<file path="src/rtl/vga_timing_pkg.sv">
// vga_timing_pkg: default 640x480@60 Hz raster constants, total-length
// derivation helpers and the sync polarity encoding shared by the VGA
// timing generator.
package vga_timing_pkg;

    // Default horizontal geometry (pixels)
    localparam int unsigned DEF_H_ACTIVE = 640;
    localparam int unsigned DEF_H_FP     = 16;
    localparam int unsigned DEF_H_SYNC   = 96;
    localparam int unsigned DEF_H_BP     = 48;

    // Default vertical geometry (lines)
    localparam int unsigned DEF_V_ACTIVE = 480;
    localparam int unsigned DEF_V_FP     = 10;
    localparam int unsigned DEF_V_SYNC   = 2;
    localparam int unsigned DEF_V_BP     = 33;

    // Coordinate width; every axis total must fit in it
    localparam int unsigned CNT_W     = 10;
    localparam int unsigned MAX_TOTAL = 1 << CNT_W;

    // Level driven on hsync/vsync while the pulse is active
    typedef enum logic {
        SYNC_ACTIVE_LOW  = 1'b0,
        SYNC_ACTIVE_HIGH = 1'b1
    } sync_pol_e;

    function automatic int unsigned h_total(input int unsigned active,
                                            input int unsigned fp,
                                            input int unsigned sync,
                                            input int unsigned bp);
        return active + fp + sync + bp;
    endfunction

    function automatic int unsigned v_total(input int unsigned active,
                                            input int unsigned fp,
                                            input int unsigned sync,
                                            input int unsigned bp);
        return active + fp + sync + bp;
    endfunction

endpackage

</file>
<file path="src/rtl/vga_axis_counter.sv">
// vga_axis_counter: modulo-MODULUS counter with count enable and a
// combinational wrap flag (asserted while enabled on the last count).
module vga_axis_counter #(
    parameter int unsigned MODULUS = 800,
    parameter int unsigned WIDTH   = 10
) (
    input  logic             clk25,
    input  logic             rst_n,
    input  logic             en,
    output logic [WIDTH-1:0] count,
    output logic             wrap
);

    localparam logic [WIDTH-1:0] LAST = WIDTH'(MODULUS - 1);

    assign wrap = en && (count == LAST);

    // Advance on enable, returning to zero after the last count
    always_ff @(posedge clk25 or negedge rst_n) begin
        if (!rst_n) begin
            count <= '0;
        end else if (en) begin
            count <= wrap ? '0 : count + WIDTH'(1);
        end
    end

endmodule

</file>
<file path="src/rtl/vga_timing.sv">
// vga_timing: 640x480@60 Hz raster timing generator on the 25 MHz pixel
// clock. Produces registered coordinates, syncs, blank and line/frame
// strobes, all one cycle behind the internal (hc, vc) counters.
// Optional feature: define VGA_TIMING_FRAME_CNT_EN to add the 16-bit
// frame_cnt output counting frame_tick pulses.
module vga_timing
    import vga_timing_pkg::*;
#(
    parameter int unsigned H_ACTIVE = DEF_H_ACTIVE,
    parameter int unsigned H_FP     = DEF_H_FP,
    parameter int unsigned H_SYNC   = DEF_H_SYNC,
    parameter int unsigned H_BP     = DEF_H_BP,
    parameter int unsigned V_ACTIVE = DEF_V_ACTIVE,
    parameter int unsigned V_FP     = DEF_V_FP,
    parameter int unsigned V_SYNC   = DEF_V_SYNC,
    parameter int unsigned V_BP     = DEF_V_BP,
    parameter sync_pol_e   SYNC_POL = SYNC_ACTIVE_LOW
) (
    input  logic             clk25,
    input  logic             rst_n,
    output logic [CNT_W-1:0] x,
    output logic [CNT_W-1:0] y,
    output logic             hsync,
    output logic             vsync,
    output logic             blank,
    output logic             line_tick,
    output logic             frame_tick
`ifdef VGA_TIMING_FRAME_CNT_EN
    ,
    output logic [15:0]      frame_cnt
`endif
);

    localparam int unsigned H_TOTAL = h_total(H_ACTIVE, H_FP, H_SYNC, H_BP);
    localparam int unsigned V_TOTAL = v_total(V_ACTIVE, V_FP, V_SYNC, V_BP);

    if (H_TOTAL > MAX_TOTAL || V_TOTAL > MAX_TOTAL) begin : g_total_check
        $error("vga_timing: H_TOTAL=%0d / V_TOTAL=%0d exceed %0d",
               H_TOTAL, V_TOTAL, MAX_TOTAL);
    end

    localparam logic [CNT_W-1:0] H_BLANK_START = CNT_W'(H_ACTIVE);
    localparam logic [CNT_W-1:0] V_BLANK_START = CNT_W'(V_ACTIVE);
    localparam logic [CNT_W-1:0] HS_FIRST      = CNT_W'(H_ACTIVE + H_FP);
    localparam logic [CNT_W-1:0] HS_LAST       = CNT_W'(H_ACTIVE + H_FP + H_SYNC - 1);
    localparam logic [CNT_W-1:0] VS_FIRST      = CNT_W'(V_ACTIVE + V_FP);
    localparam logic [CNT_W-1:0] VS_LAST       = CNT_W'(V_ACTIVE + V_FP + V_SYNC - 1);
    localparam logic             SYNC_ON       = logic'(SYNC_POL);
    localparam logic             SYNC_OFF      = ~SYNC_ON;

    logic [CNT_W-1:0] hc;
    logic [CNT_W-1:0] vc;
    logic             h_wrap;
    logic             v_wrap_unused;

    logic             h_in_sync;
    logic             v_in_sync;
    logic             in_blank;
    logic             line_start;
    logic             frame_start;

    vga_axis_counter #(
        .MODULUS (H_TOTAL),
        .WIDTH   (CNT_W)
    ) u_hcnt (
        .clk25 (clk25),
        .rst_n (rst_n),
        .en    (1'b1),
        .count (hc),
        .wrap  (h_wrap)
    );

    vga_axis_counter #(
        .MODULUS (V_TOTAL),
        .WIDTH   (CNT_W)
    ) u_vcnt (
        .clk25 (clk25),
        .rst_n (rst_n),
        .en    (h_wrap),
        .count (vc),
        .wrap  (v_wrap_unused)
    );

    // Decode the current counter position into raster conditions
    always_comb begin
        h_in_sync   = (hc >= HS_FIRST) && (hc <= HS_LAST);
        v_in_sync   = (vc >= VS_FIRST) && (vc <= VS_LAST);
        in_blank    = (hc >= H_BLANK_START) || (vc >= V_BLANK_START);
        line_start  = (hc == '0);
        frame_start = (hc == '0) && (vc == V_BLANK_START);
    end

    // Register every per-pixel output on the same edge so they stay coherent
    always_ff @(posedge clk25 or negedge rst_n) begin
        if (!rst_n) begin
            x          <= '0;
            y          <= '0;
            hsync      <= SYNC_OFF;
            vsync      <= SYNC_OFF;
            blank      <= 1'b1;
            line_tick  <= 1'b0;
            frame_tick <= 1'b0;
        end else begin
            x          <= hc;
            y          <= vc;
            hsync      <= h_in_sync ? SYNC_ON : SYNC_OFF;
            vsync      <= v_in_sync ? SYNC_ON : SYNC_OFF;
            blank      <= in_blank;
            line_tick  <= line_start;
            frame_tick <= frame_start;
        end
    end

`ifdef VGA_TIMING_FRAME_CNT_EN
    // Count frames; bumps on the same edge that raises frame_tick
    always_ff @(posedge clk25 or negedge rst_n) begin
        if (!rst_n) begin
            frame_cnt <= '0;
        end else if (frame_start) begin
            frame_cnt <= frame_cnt + 16'd1;
        end
    end
`endif

endmodule

</file>
<file path="config.mk">
export PLATFORM = sky130hd
export DESIGN_NAME = vga_timing
export DESIGN_NICKNAME = d
export VERILOG_FILES = /design/src/rtl/vga_timing_pkg.sv /design/src/rtl/vga_axis_counter.sv /design/src/rtl/vga_timing.sv
export SDC_FILE = /design/constraint.sdc
export NUM_CORES = 1
export LEC_CHECK = 0
export ABC_AREA = 1
export BUFFER_PORTS_ARGS = -buffer_cell sky130_fd_sc_hd__buf_2
export CORE_MARGIN = 3
export CORE_UTILIZATION = 51
export CTS_CLUSTER_DIAMETER = 30
export DETAILED_ROUTE_END_ITERATION = 8
export GPL_TIMING_DRIVEN = 0
export MAX_ROUTING_LAYER = met4
export PLACE_DENSITY = 0.84
export SYNTH_ARGS = -nofsm -noshare
export SYNTH_HDL_FRONTEND = slang
export SYNTH_HIERARCHICAL = 1
export SYNTH_SLANG_ARGS = --single-unit
</file>
<file path="constraint.sdc">
create_clock -name clk25 -period 1.5 [get_ports clk25]
set_clock_uncertainty 0.1 [all_clocks]
set_input_delay 0.3 -clock clk25 [delete_from_list [all_inputs] [get_ports clk25]]
set_output_delay 0.3 -clock clk25 [all_outputs]
set_load 0.05 [all_outputs]
</file>
== Word-level counts from Yosys, hierarchy flattened ==
Index checks and enable logic that the tools add are counted.

* Flip-flop bits (word level): 45
* Bits of input ports: 2
* Output and inout bits: 25
* Logic and storage cells: 30

* Add/sub/neg operators: 2
* Magnitude comparators: 6
* Equality and inequality tests: 3
* Muxes and demuxes: 4
* Reduce and logical (&&, ||, !) cells: 6

{| class="wikitable"
|+ Operator list
! kind !! count
|-
| adder 10 x 1 -> 10 bit, second input constant || 2
|-
| equality test 10 bit, second input constant || 2
|-
| >= comparator 10 bit, second input constant || 2
|-
| >= comparator 10 x 9 -> 1 bit, second input constant || 2
|-
| two-way mux 10 bit || 2
|-
| equality test 10 x 9 -> 1 bit, second input constant || 1
|-
| less-or-equal comparator 10 bit, second input constant || 1
|-
| less-or-equal comparator 10 x 9 -> 1 bit, second input constant || 1
|-
| zero test 10 bit || 1
|-
| logical AND 1 bit || 4
|-
| two-way mux 1 bit || 2
|-
| logical OR 1 bit || 1
|}

== Longest topological paths before layout ==
Gate-level depths: netlist of run 1.

* Word-level depth: 3
* Mapped depth: 12

== Hierarchy ==
The synthesis of run 1 kept the hierarchy.

{| class="wikitable"
|+ Modules (own cells, without submodules)
! module !! instances !! cells each !! area an instance (µm²) !! seq. area each (µm²)
|-
| vga_timing || 1 || 63 || 788.3 || 629.4
|-
| vga_axis_counter at u_hcnt || 1 || 89 || 634.4 || 250.2
|-
| vga_axis_counter at u_vcnt || 1 || 88 || 611.8 || 250.2
|}

== Worst setup path after synthesis of run 1 ==
OpenSTA, ideal clock, no wires.

* Path type: register -> register
* From: register u_hcnt.count[0]
* To: register u_vcnt.count[8]
* Setup time: 0.113 ns
* Data arrival time: 1.471 ns
* Data required time: 1.287 ns
* Setup slack: -0.184 ns
* Stages on the path, launching flop included: 13
* Buffers on the path: 0
* Clock period less this slack: 1.684 ns
* Cells stage by stage: dfrtp_1 -> ha_1 -> inv_1 -> nor2_1 -> nand3b_1 -> inv_1 -> nand2_1 -> inv_1 -> nand3_2 -> nor2_1 -> nand2_1 -> nand2_1 -> inv_1

* Longest elaborated chain between the ends: 3

{| class="wikitable"
|+ RTL lines
! element !! line !! RTL
|-
| start: declaration || vga_axis_counter.sv:10 || <nowiki>output logic [WIDTH-1:0] count,</nowiki>
|-
| start signal: assignment || vga_axis_counter.sv:23 || <nowiki>count <= wrap ? '0 : count + WIDTH'(1);</nowiki>
|-
| equality test 10 bit * || vga_axis_counter.sv:16 || <nowiki>assign wrap = en && (count == LAST);</nowiki>
|-
| via h_wrap || vga_timing.sv:53 || <nowiki>logic h_wrap;</nowiki>
|-
| logical AND 1 bit || vga_axis_counter.sv:16 ||
|-
| two-way mux 10 bit || vga_axis_counter.sv:23 ||
|-
| end signal: assignment || vga_axis_counter.sv:23 ||
|-
| end: declaration || vga_axis_counter.sv:10 ||
|}

Mark *: on every way through the listed nets, which the timed path passes. The rest lies on a longest branch.
A chain may end at the register's enable or synchronous reset.

== Final worst setup path of run 1 ==
* From: register u_hcnt.count[1]
* To: register u_vcnt.count[6]

Same word-level chain as after synthesis.

==> reports/metrics.csv, run 1 <==
stage;metric;value;unit
run_status;status;complete, but fails checks;
run_status;violations;negative setup slack;
setup_path;reg2reg_to;u_vcnt/count[6];
drt;via_count;1746;
clock_network;clockBufferDepth;2;
power;p_leak;1.39;nW
synth;ys_seq_elements;45;
synth;synthArstFlopShare;100;%
cells_and_area;antenna_cells;0;
sta;fmax;578;MHz
sta;setup_viol_count_final;8;
sta;grt_setup_unrepaired;yes;
global_routing;antenna_found_initial;0;
sta;min_period;1.73;ns
setup_path;reg2reg_slack;-0.23;ns
power;total_power;3.59;mW
drt;wl_per_cell;13.3;um
drt;antenna_left;0;
synth;yosys-top-cells-count;61 x nand2_1, 44 x inv_1, 42 x dfrtp_1;
flow_run;maxCapViolCount;0;
placement;port_buffers;26;
cells_and_area;drive_above_1_share;28.7;%
setup_path;worstPathRequired;1.58;ns
drt;drt-initial-drc-count;202;
floorplan;start_util;54.3;%
synth;synth_top_family_by_area;simple AND/OR/NAND/NOR gates;
setup_path;cp-start-kind;register;
drt;drc;0;
clock_network;clock_sinks;45;
sta;max-slew-margin-rel;36.9;%
global_routing;met1_usage;23.8;%
sta;slew_violations;0;
setup_path;cp-end-kind;register;
setup_path;cp_data_arrival_time;1.81;ns
setup_path;slowest_stage;dfrtp_1;
synth;yosys.area_share.simple;29.7;%
sta;tightestPinTransition;0.946;ns
synth;yosysWarnings;6;
synth;synth-edff-count;0;
power;peakVddDrop;654;uV
placement;gp_congestion;0.860;
global_routing;grt_pass1_vias;1491;
drt;wl;4.54;mm
placement;dpl.hpwl;2.53;mm
synth;synth_compound_area_share;1.85;%
synth;synth_mux_area_share;0;%
synth;seq_area_frac_synth;55.5;%
clock_network;root_buffer;clkbuf_8;
global_routing;grt_start_max_net_pins;46;
global_routing;grt_pass1_wl;6.71;mm
floorplan;pin_count;27;
clock_network;cts_made_buffers;5;
sta;timing.hold.ws;0.0483;ns
global_routing;met3_usage;4.23;%
power;p_clk_share;24.6;%
cells_and_area;syn_to_final_growth;24.1;%
synth;synth.most_common_cell;nand2_1;
cells_and_area;fillerInstances;262;
setup_path;worstPathCellList;ha_4 -> inv_2 -> nor2_1 -> nand3b_1 -> inv_2 -> nand2_2 -> inv_2 -> nand3_4 -> inv_2 -> nand2_1 -> nand2_1 -> nor2_1;
synth;synth.distinct_cells;24;
min_path;hp-class;input pin to asynchronous set/reset pin;
synth;yosys.area_share.adder;1.85;%
sta;hold_viol_final;0;
sta;period_share;115;%
synth;synth_top_flop_cell;dfrtp_1;
synth;synth_area;2030;um2
drt;dr.pass1.iters;5;
global_routing;grtUsageMet2;26.7;%
clock_network;htree_num_levels;2;
clock_network;ctsHoldBuffers;0;
synth;synthCells;240;
setup_path;r2r_start;u_hcnt/count[1];
setup_path;cp_slowest_stage_delay;0.40;ns
floorplan;coreArea;3740;um2
clock_network;cts_tree;built;
setup_path;crit_path_frequent_cell;inv_2;
floorplan;die-area;4780;um2
clock_network;worst_skew_pair.late_latency;0.30;ns
placement;post-place-ws;-0.364;ns
power;p_sw;1.37;mW
drt;drt-vias-per-instance;5.12;
power;switching_share;38.2;%
synth;yosysTopAreaCell;dfrtp_1;
setup_path;path_class;register to register;
synth;avgSynthCellArea;8.48;um2
floorplan;die_h;69.2;um
power;seq_power_share;44.5;%
global_routing;grt_overflow_total;0;
cells_and_area;final_util;67.4;%
clock_network;clk_pin_slew;0.08;ns
floorplan;fp.dieW;69.2;um
global_routing;grt-busiest-layer;met2;
power;power.internal;2.22;mW
synth;synth_top_cell_area_share;51.7;%
setup_path;reg2regPathDepth;12;
global_routing;grt_use_total;17.9;%
sta;setup_slack;-0.231;ns
setup_path;worstPathMaxFanout;4;
power;power_density;1420;nW/um2
synth;synth-xor-area-share;2.58;%
power;combinationalPowerShare;30.9;%
synth;synthTopCellsByArea;dfrtp_1 52%, nand2_1 11%, inv_1 8.1%;
cells_and_area;nNetsFinal;297;
floorplan;rows;22;
==> area by class of cell <==
type | instances | area, um2 | area share (%)
Sequential cell | 45 | 1140 | 45.1
Clock inverter | 2 | 35.0 | 1.39
Tap cell | 48 | 60.1 | 2.38
Inverter | 45 | 169 | 6.69
Clock buffer | 6 | 72.6 | 2.87
Multi-Input combinational cell | 156 | 821 | 32.5
Timing Repair Buffer | 39 | 228 | 9.02
==> timing repair <==
| item | CTS | global route |
|---|---|---|
| resized for setup | 12 | 14 |
| setup buffers | 8 | 5 |
| pin swaps | 8 | 6 |
| setup endpoints to repair | 10 | 10 |
==> critical path: cells and delay by family, from the launching register on <==
kind          cells  cell delay, ns
fa+ha+maj         1            0.16
buf+inv           4            0.33
flops             1            0.40
simple gates      7            0.63
==> cell usage in the layout, fill, tap and decap left out, drive strengths merged <==
master and count:
nor2 37, dfstp 3, nand4 7, nand2 61
inv 45, nand3 19, clkbuf 6, conb 7
o211ai 1, o21bai 2, buf 39, xnor2 1
dfrtp 42, xor2 5, or2 2, bufinv 1
o21ai 3, clkinv 1, nand3b 1, nor3 7
ha 3
==> flip-flops by register name, indices dropped and copies added, names as in the netlist <==
signal,count
y,10
u_hcnt/count,10
u_vcnt/count,10
x,10
blank,1
line_tick,1
hsync,1
frame_tick,1
vsync,1
==> layer usage <==
metal / up-vias / part of all wire (%)
met4: 0 / 4.1
met2: 98 / 45
met5: - / 0
met1: 801 / 42
li1: 827 / -
met3: 20 / 8.6
==> through the flow <==
stage / setup TNS, ns / cell area [um2] / instances
after floorplan: -0.701 / 2060 / 246
after global placement: -2.37 / 2250 / 320
after detailed placement: -2.50 / 2250 / 320
after CTS: -0.848 / 2440 / 336
after global routing: -2.17 / 2520 / 341
final: -1.23 / 2520 / 341
==> power by group through the flow <==
stage,logic [mW],registers (mW),clock network (mW)
floorplan,0.343,1.95,0
global placement,0.870,1.63,0
detailed placement,0.893,1.64,0
CTS,1.04,1.58,0.898
global route,1.18,1.63,0.947
finish,1.11,1.60,0.884
==> worst max path at each step <==
stage,from,slack [ns],depth (start not counted),end
after CTS,u_hcnt/count[0],-0.14,10,u_vcnt/count[4]
after global routing,u_hcnt/count[1],-0.33,12,u_vcnt/count[6]
after detailed placement,u_hcnt/count[0],-0.36,10,u_vcnt/count[4]
final,u_hcnt/count[1],-0.23,12,u_vcnt/count[6]
after floorplan,u_hcnt/count[0],-0.11,12,u_vcnt/count[8]
after global placement,u_hcnt/count[0],-0.35,10,u_vcnt/count[4]
==> cells by family after synthesis <==
family / after synthesis
buffers and inverters: 45
DFF: 45
other: 1
AOI/OAI and AO/OA: 6
adders and majority gates: 3
and+or+nand+nor: 134
xor gates and xnor gates: 6
Note: power is estimated with default switching activity, not from simulation.
==> run 2, diff against run 1 <==
TNS_END_PERCENT = 50   (was unset)
==> run 2 against run 1 <==
The flow still finishes with violations (negative setup slack). Critical endpoint is now u_vcnt/count[9]. Final cell count is 0.29% higher. Sequential share of layout area is 0.11 points lower. Non-clock buffer count is 1 higher. Critical path type unchanged. Die area stayed put. Core utilization is 0.23 points higher. Critical path depth is 3 lower. Largest power group unchanged. Count of clock-buffer cells in the layout stayed put. Register-to-register slack worse by 0.02 ns.
==> reports/metrics.csv, run 2 (synthesis results as in run 1) <==
stage;metric;value;unit;change
run_status;status;complete, but fails checks;;
run_status;violations;negative setup slack;;
cells_and_area;drive_above_1_share;28.9;%;+0.24 points
cells_and_area;syn_to_final_growth;24.5;%;
placement;port_buffers;26;;unchanged
setup_path;cp_slowest_stage_delay;0.46;ns;+0.06 ns
placement;post-place-ws;-0.368;ns;-0.00368 ns
sta;fmax;571;MHz;-1.3%
setup_path;reg2reg_slack;-0.25;ns;-0.02 ns
clock_network;worst_skew_pair.late_latency;0.31;ns;about the same
placement;place_area;2250;um2;unchanged
clock_network;cts_tree;built;;
cells_and_area;final_common_cell;nand2_1;;
global_routing;grt_overflow_total;0;;unchanged
setup_path;worstPathMaxFanout;8;;+4
clock_network;clk_pin_slew;0.08;ns;about the same
floorplan;die_h;69.2;um;unchanged
placement;gp_congestion;0.877;;+2.0%
drt;drc;0;;unchanged
placement;dpl.hpwl;2.68;mm;+5.9%
setup_path;path_class;register to register;;
power;power.internal;2.25;mW;+1.4%
min_path;hp-class;input pin to asynchronous set/reset pin;;
clock_network;htree_num_levels;2;;unchanged
sta;period_share;117;%;+1.5 points
setup_path;cp_data_arrival_time;1.89;ns;+0.08 ns
setup_path;slowest_stage;dfrtp_2;;
setup_path;reg2regPathDepth;9;;-3
cells_and_area;final_util;67.7;%;+0.23 points
floorplan;coreArea;3740;um2;unchanged
floorplan;pin_count;27;;unchanged
clock_network;root_buffer;clkbuf_8;;
setup_path;crit_family;simple AND/OR/NAND/NOR gates;;
sta;hold_viol_final;0;;unchanged
drt;dr.pass1.iters;5;;unchanged
setup_path;cp-end-kind;register;;
global_routing;grt_pass1_vias;1704;;+14%
floorplan;start_util;54.3;%;unchanged
sta;max-slew-margin-rel;36.9;%;about the same
setup_path;worstPathCellList;nand4_1 -> nand3b_1 -> inv_2 -> nand2_2 -> nor2_4 -> nand3_2 -> nand2_1 -> inv_1 -> nor2_1;;
flow_run;maxCapViolCount;0;;unchanged
drt;via_count;1802;;+3.2%
sta;setup_viol_count_final;10;;+2
cells_and_area;fillerInstances;272;;+3.8%
floorplan;fp.dieW;69.2;um;unchanged
cells_and_area;nNetsFinal;298;;+0.34%
power;switching_share;39.0;%;+0.72 points
cells_and_area;layout_common_cells;57 x nand2_1, 39 x inv_1, 33 x dfrtp_1;;
drt;wl;4.97;mm;+9.6%
power;seq_power_share;43.8;%;-0.7 points
clock_network;cts_made_buffers;5;;unchanged
power;power_density;1450;nW/um2;+2.2%
global_routing;antenna_found_initial;0;;unchanged
cells_and_area;stdcell_area;2530;um2;+0.35%
setup_path;crit_buf_inv;2;;-2
power;peakVddDrop;726;uV;+11%
global_routing;grt_pass1_wl;8.24;mm;+23%
cells_and_area;antenna_cells;0;;unchanged
floorplan;die-area;4780;um2;unchanged
clock_network;clock_sinks;45;;unchanged
power;p_leak;1.37;nW;-0.85%
power;combinationalPowerShare;31.6;%;+0.7 points
drt;drt-initial-drc-count;259;;+28%
sta;slew_violations;0;;unchanged
sta;min_period;1.75;ns;+0.0221 ns
drt;drt-vias-per-instance;5.27;;+2.9%
setup_path;worstPathRequired;1.63;ns;+0.05 ns
sta;tightestPinTransition;0.947;ns;+0.000419 ns
floorplan;rows;22;;unchanged
power;p_sw;1.44;mW;+4.5%
setup_path;cp.depth;9;;-3
clock_network;clockBufferDepth;2;;unchanged
clock_network;ctsHoldBuffers;0;;unchanged
setup_path;cp-start-kind;register;;
global_routing;grt_use_total;22.1;%;+4.2 points
sta;setup_slack;-0.253;ns;-0.0221 ns
sta;grt_setup_unrepaired;yes;;
power;p_clk_share;24.6;%;about the same
drt;wl_per_cell;14.5;um;+9.3%
global_routing;grt_start_max_net_pins;46;;unchanged
drt;antenna_left;0;;unchanged
[run 2: cell type report]
class	instances	area (um2)	share of cell area (%)
multi-input cells	156	821	32.4
repair buffers	40	235	9.28
well taps	48	60.1	2.37
clock buffers	6	72.6	2.86
flip-flops and latches	45	1140	45.0
clock inverters	2	35.0	1.38
inverters	45	169	6.67
[run 2: routing by layer]
metal  global-route usage, %  vias to the layer above  part of all wire (%)
met5                       -                        -                     0
met4                    11.1                        0                   4.2
met3                    3.21                       21                   8.6
met2                    34.1                      109                    49
met1                    28.4                      840                    38
li1                        -                      832                     -
[run 2: power by group through the flow]
stage               clock network [mW]  registers [mW]  logic [mW]
global placement                     0            1.63       0.869
floorplan                            0            1.95       0.343
CTS                              0.910            1.59        1.08
finish                           0.906            1.61        1.16
detailed placement                   0            1.65       0.896
global route                     0.955            1.65        1.24
[run 2: timing repair]
| item | in CTS | in global routing |
|---|---|---|
| buffers inserted | 11 | 3 |
| gates resized for setup | 16 | 10 |
| setup endpoints to repair | 11 | 12 |
| hold endpoints to repair | 0 | 0 |
| pin swaps | 10 | 7 |
[run 2: final timing paths]
check | startpoint | to
min in group clk25 | u_hcnt/count[3] | x[3]
max | u_hcnt/count[2] | u_vcnt/count[9]
max reg2reg | u_hcnt/count[2] | u_vcnt/count[9]
max in group asynchronous | rst_n | u_hcnt/count[2]
min | rst_n | x[7]
min reg2reg | u_hcnt/count[3] | x[3]
[run 2: through the flow]
step,hold slack [ns],power (mW),TNS [ns],instances
after floorplan,-0.0956,2.30,-0.701,246
after global placement,0.350,2.50,-2.37,320
after detailed placement,0.361,2.55,-2.50,320
after CTS,0.0782,3.58,-0.834,339
after global routing,0.134,3.84,-2.30,342
final,0.0367,3.69,-1.63,342
==> run 3, diff against run 2 <==
ABC_AREA = unset   (was 1)
CORE_UTILIZATION = 50   (was 51)
PLACE_DENSITY = 0.83   (was 0.84)
==> run 3 against run 2 <==
The run still ends with negative setup slack left. Via count fell by 32%. Wire length fell by 30%. Design area fell by 11%. Core utilization fell by 1.7 points. Combinational power fell by 16%. Setup slack got worse by 0.16 ns. Flip-flop and latch count did not move. Sequential share of layout area rose by 5.6 points. Non-clock buffer count rose by 3. Die area fell by 7.7%. Worst hold slack improved by 0.34 ns. Total power fell by 13%. Critical endpoint is now u_vcnt/count[1]. Largest cell class unchanged. Highest routed layer unchanged.
==> reports/metrics.csv, run 3 <==
stage;metric;value;unit;change
setup_path;crit_family;simple AND/OR/NAND/NOR gates;;
cells_and_area;layout_common_cells;33 x dfrtp_1, 23 x buf_2, 13 x buf_4;;
synth;synthArstFlopShare;100;%;unchanged
synth;synth.distinct_cells;40;;+67%
power;power.internal;2.09;mW;-7.1%
drt;wl_per_cell;14.9;um;+2.3%
flow_run;maxCapViolCount;0;;unchanged
setup_path;cp_data_arrival_time;2.05;ns;+0.16 ns
placement;gp_congestion;0.788;;-10%
floorplan;die_h;66.4;um;-3.9%
synth;synth_top_flop_cell;dfrtp_1;;
setup_path;worstPathMaxFanout;7;;-1
sta;min_period;1.92;ns;+0.163 ns
sta;hold_viol_final;0;;unchanged
drt;drt-initial-drc-count;48;;-81%
drt;wl;3.48;mm;-30%
synth;seq_area_frac_synth;61.8;%;+6.3 points
synth;synthTopCellsByArea;dfrtp_1 58%, dfstp_2 4.3%, xnor2_1 4.3%;;
global_routing;grt_overflow_total;0;;unchanged
cells_and_area;nNetsFinal;192;;-36%
setup_path;worstPathRequired;1.64;ns;about the same
synth;synth_top_cell_area_share;57.5;%;+5.9 points
power;power_density;1420;nW/um2;-2.3%
setup_path;cp-start-kind;register;;
setup_path;slowest_stage;dfrtp_2;;
power;p_sw;1.11;mW;-23%
synth;avgSynthCellArea;13.0;um2;+53%
global_routing;grt_pass1_wl;5.50;mm;-33%
drt;antenna_left;0;;unchanged
setup_path;crit_path_frequent_cell;buf_6;;
clock_network;cts_made_buffers;5;;unchanged
setup_path;worstPathCellList;nor4b_4 -> nor3b_4 -> buf_6 -> nand4_2 -> and4bb_1 -> buf_6 -> o22ai_2;;
power;p_leak;1.06;nW;-23%
floorplan;start_util;53.5;%;-0.87 points
synth;synth_area;1830;um2;-10%
sta;max-slew-margin-rel;62.7;%;+26 points
power;seq_power_share;47.8;%;+4.0 points
power;p_clk_share;21.9;%;-2.7 points
cells_and_area;final_util;66.0;%;-1.7 points
setup_path;path_class;register to register;;
power;peakVddDrop;906;uV;+25%
drt;via_count;1231;;-32%
run_status;status;complete, but fails checks;;
floorplan;coreArea;3420;um2;-8.8%
cells_and_area;antenna_cells;0;;unchanged
global_routing;grt_pass1_vias;1182;;-31%
drt;drc;0;;unchanged
clock_network;clock_sinks;45;;unchanged
sta;period_share;128;%;+11 points
power;combinationalPowerShare;30.3;%;-1.3 points
clock_network;cts_tree;built;;
global_routing;antenna_found_initial;0;;unchanged
drt;dr.pass1.iters;4;;-1
synth;ys_seq_elements;45;;unchanged
power;switching_share;34.7;%;-4.2 points
cells_and_area;syn_to_final_growth;23.4;%;
clock_network;clk_pin_slew;0.12;ns;+0.04 ns
floorplan;fp.dieW;66.4;um;-3.9%
setup_path;crit_buf_inv;2;;unchanged
min_path;hp-class;register to register;;
clock_network;root_buffer;clkbuf_4;;
synth;yosysTopAreaCell;dfrtp_1;;
synth;synthCells;141;;-41%
cells_and_area;drive_above_1_share;41.5;%;+13 points
floorplan;die-area;4410;um2;-7.7%
synth;yosys-top-cells-count;42 x dfrtp_1, 10 x nand2_1, 9 x xnor2_1;;
sta;setup_viol_count_final;16;;+6
global_routing;grt_use_total;17.2;%;-4.8 points
synth;synth.most_common_cell;dfrtp_1;;
run_status;violations;negative setup slack;;
cells_and_area;final_common_cell;dfrtp_1;;
global_routing;grt_start_max_net_pins;46;;unchanged
placement;dpl.hpwl;2.03;mm;-24%
floorplan;pin_count;27;;unchanged
cells_and_area;fillerInstances;257;;-5.5%
power;total_power;3.20;mW;-13%
floorplan;rows;21;;-4.5%
setup_path;cp-end-kind;register;;
setup_path;cp_slowest_stage_delay;0.45;ns;about the same
clock_network;worst_skew_pair.late_latency;0.34;ns;+0.03 ns
sta;grt_setup_unrepaired;yes;;
synth;syn_nets;146;;
synth;yosysWarnings;6;;unchanged
drt;drt-vias-per-instance;5.26;;-0.16%
clock_network;htree_num_levels;2;;unchanged
sta;setup_slack;-0.416;ns;-0.163 ns
sta;slew_violations;0;;unchanged
placement;port_buffers;26;;unchanged
sta;fmax;522;MHz;-8.5%
clock_network;clockBufferDepth;2;;unchanged
synth;synth-edff-count;0;;unchanged
sta;tightestPinTransition;0.560;ns;-0.387 ns
[run 3: layer usage]
metal  global-route usage (%)  part of all wire [%]
met5                        -                     0
met4                     8.63                   1.7
met3                     3.40                   5.0
met2                     26.3                    50
met1                     22.0                    44
[run 3: stage by stage]
stage | setup WS [ns] | hold WS [ns] | setup TNS [ns] | cells | cell area (um2)
finish | -0.416 | 0.382 | -4.43 | 234 | 2250
floorplan | -0.421 | -0.0956 | -3.82 | 141 | 1840
global route | -0.464 | 0.377 | -5.43 | 234 | 2250
CTS | -0.414 | 0.361 | -4.17 | 230 | 2210
detailed placement | -0.646 | 0.329 | -6.44 | 213 | 2030
global placement | -0.576 | 0.330 | -5.64 | 213 | 2030
[run 3: cell families after synthesis]
| logic type | synth area share (%) |
|---|---|
| and+or+nand+nor | 21.7 |
| DFF | 61.8 |
| AOI/OAI and AO/OA | 4.18 |
| xor gates and xnor gates | 6.23 |
| buffers and inverters | 2.95 |
| adders and majority gates | 2.06 |
| other | 0.205 |
| muxes | 0.822 |
[run 3: worst paths after layout]
path	from	endpoint	slack (ns)	cells after the start
max	u_hcnt/count[7]	u_vcnt/count[1]	-0.42	7
min	u_vcnt/count[6]	y[6]	0.38	0
max reg2reg	u_hcnt/count[7]	u_vcnt/count[1]	-0.42	7
min reg2reg	u_vcnt/count[6]	y[6]	0.38	0
max in group asynchronous	rst_n	u_hcnt/count[4]	0.49	2
min in group asynchronous	rst_n	u_vcnt/count[7]	0.40	2
[run 3: what timing repair did]
| item | CTS | global route |
|---|---|---|
| setup buffers | 8 | 5 |
| endpoints found under the hold margin | 6 | 0 |
| pin swaps | 11 | 5 |
| hold buffers | 1 | 0 |
| endpoints found under the setup margin | 20 | 29 |
| gates resized for setup | 11 | 8 |
[run 3: power by group through the flow]
stage | clock network [mW] | registers (mW) | logic (mW)
after floorplan | 0 | 1.86 | 0.283
after global placement | 0 | 1.55 | 0.754
after detailed placement | 0 | 1.56 | 0.769
after CTS | 0.714 | 1.52 | 0.898
after global routing | 0.766 | 1.56 | 1.03
final | 0.700 | 1.53 | 0.970
[run 3: area by class of cell]
cell class	count	area, um2	area share, %
multi-input combinational	87	673	29.9
clock buffer	6	41.3	1.83
tap	46	57.6	2.55
timing repair buffer	39	248	11.0
sequential	45	1140	50.6
buffer	4	38.8	1.72
inverter	5	18.8	0.833
clock inverter	2	35.0	1.55
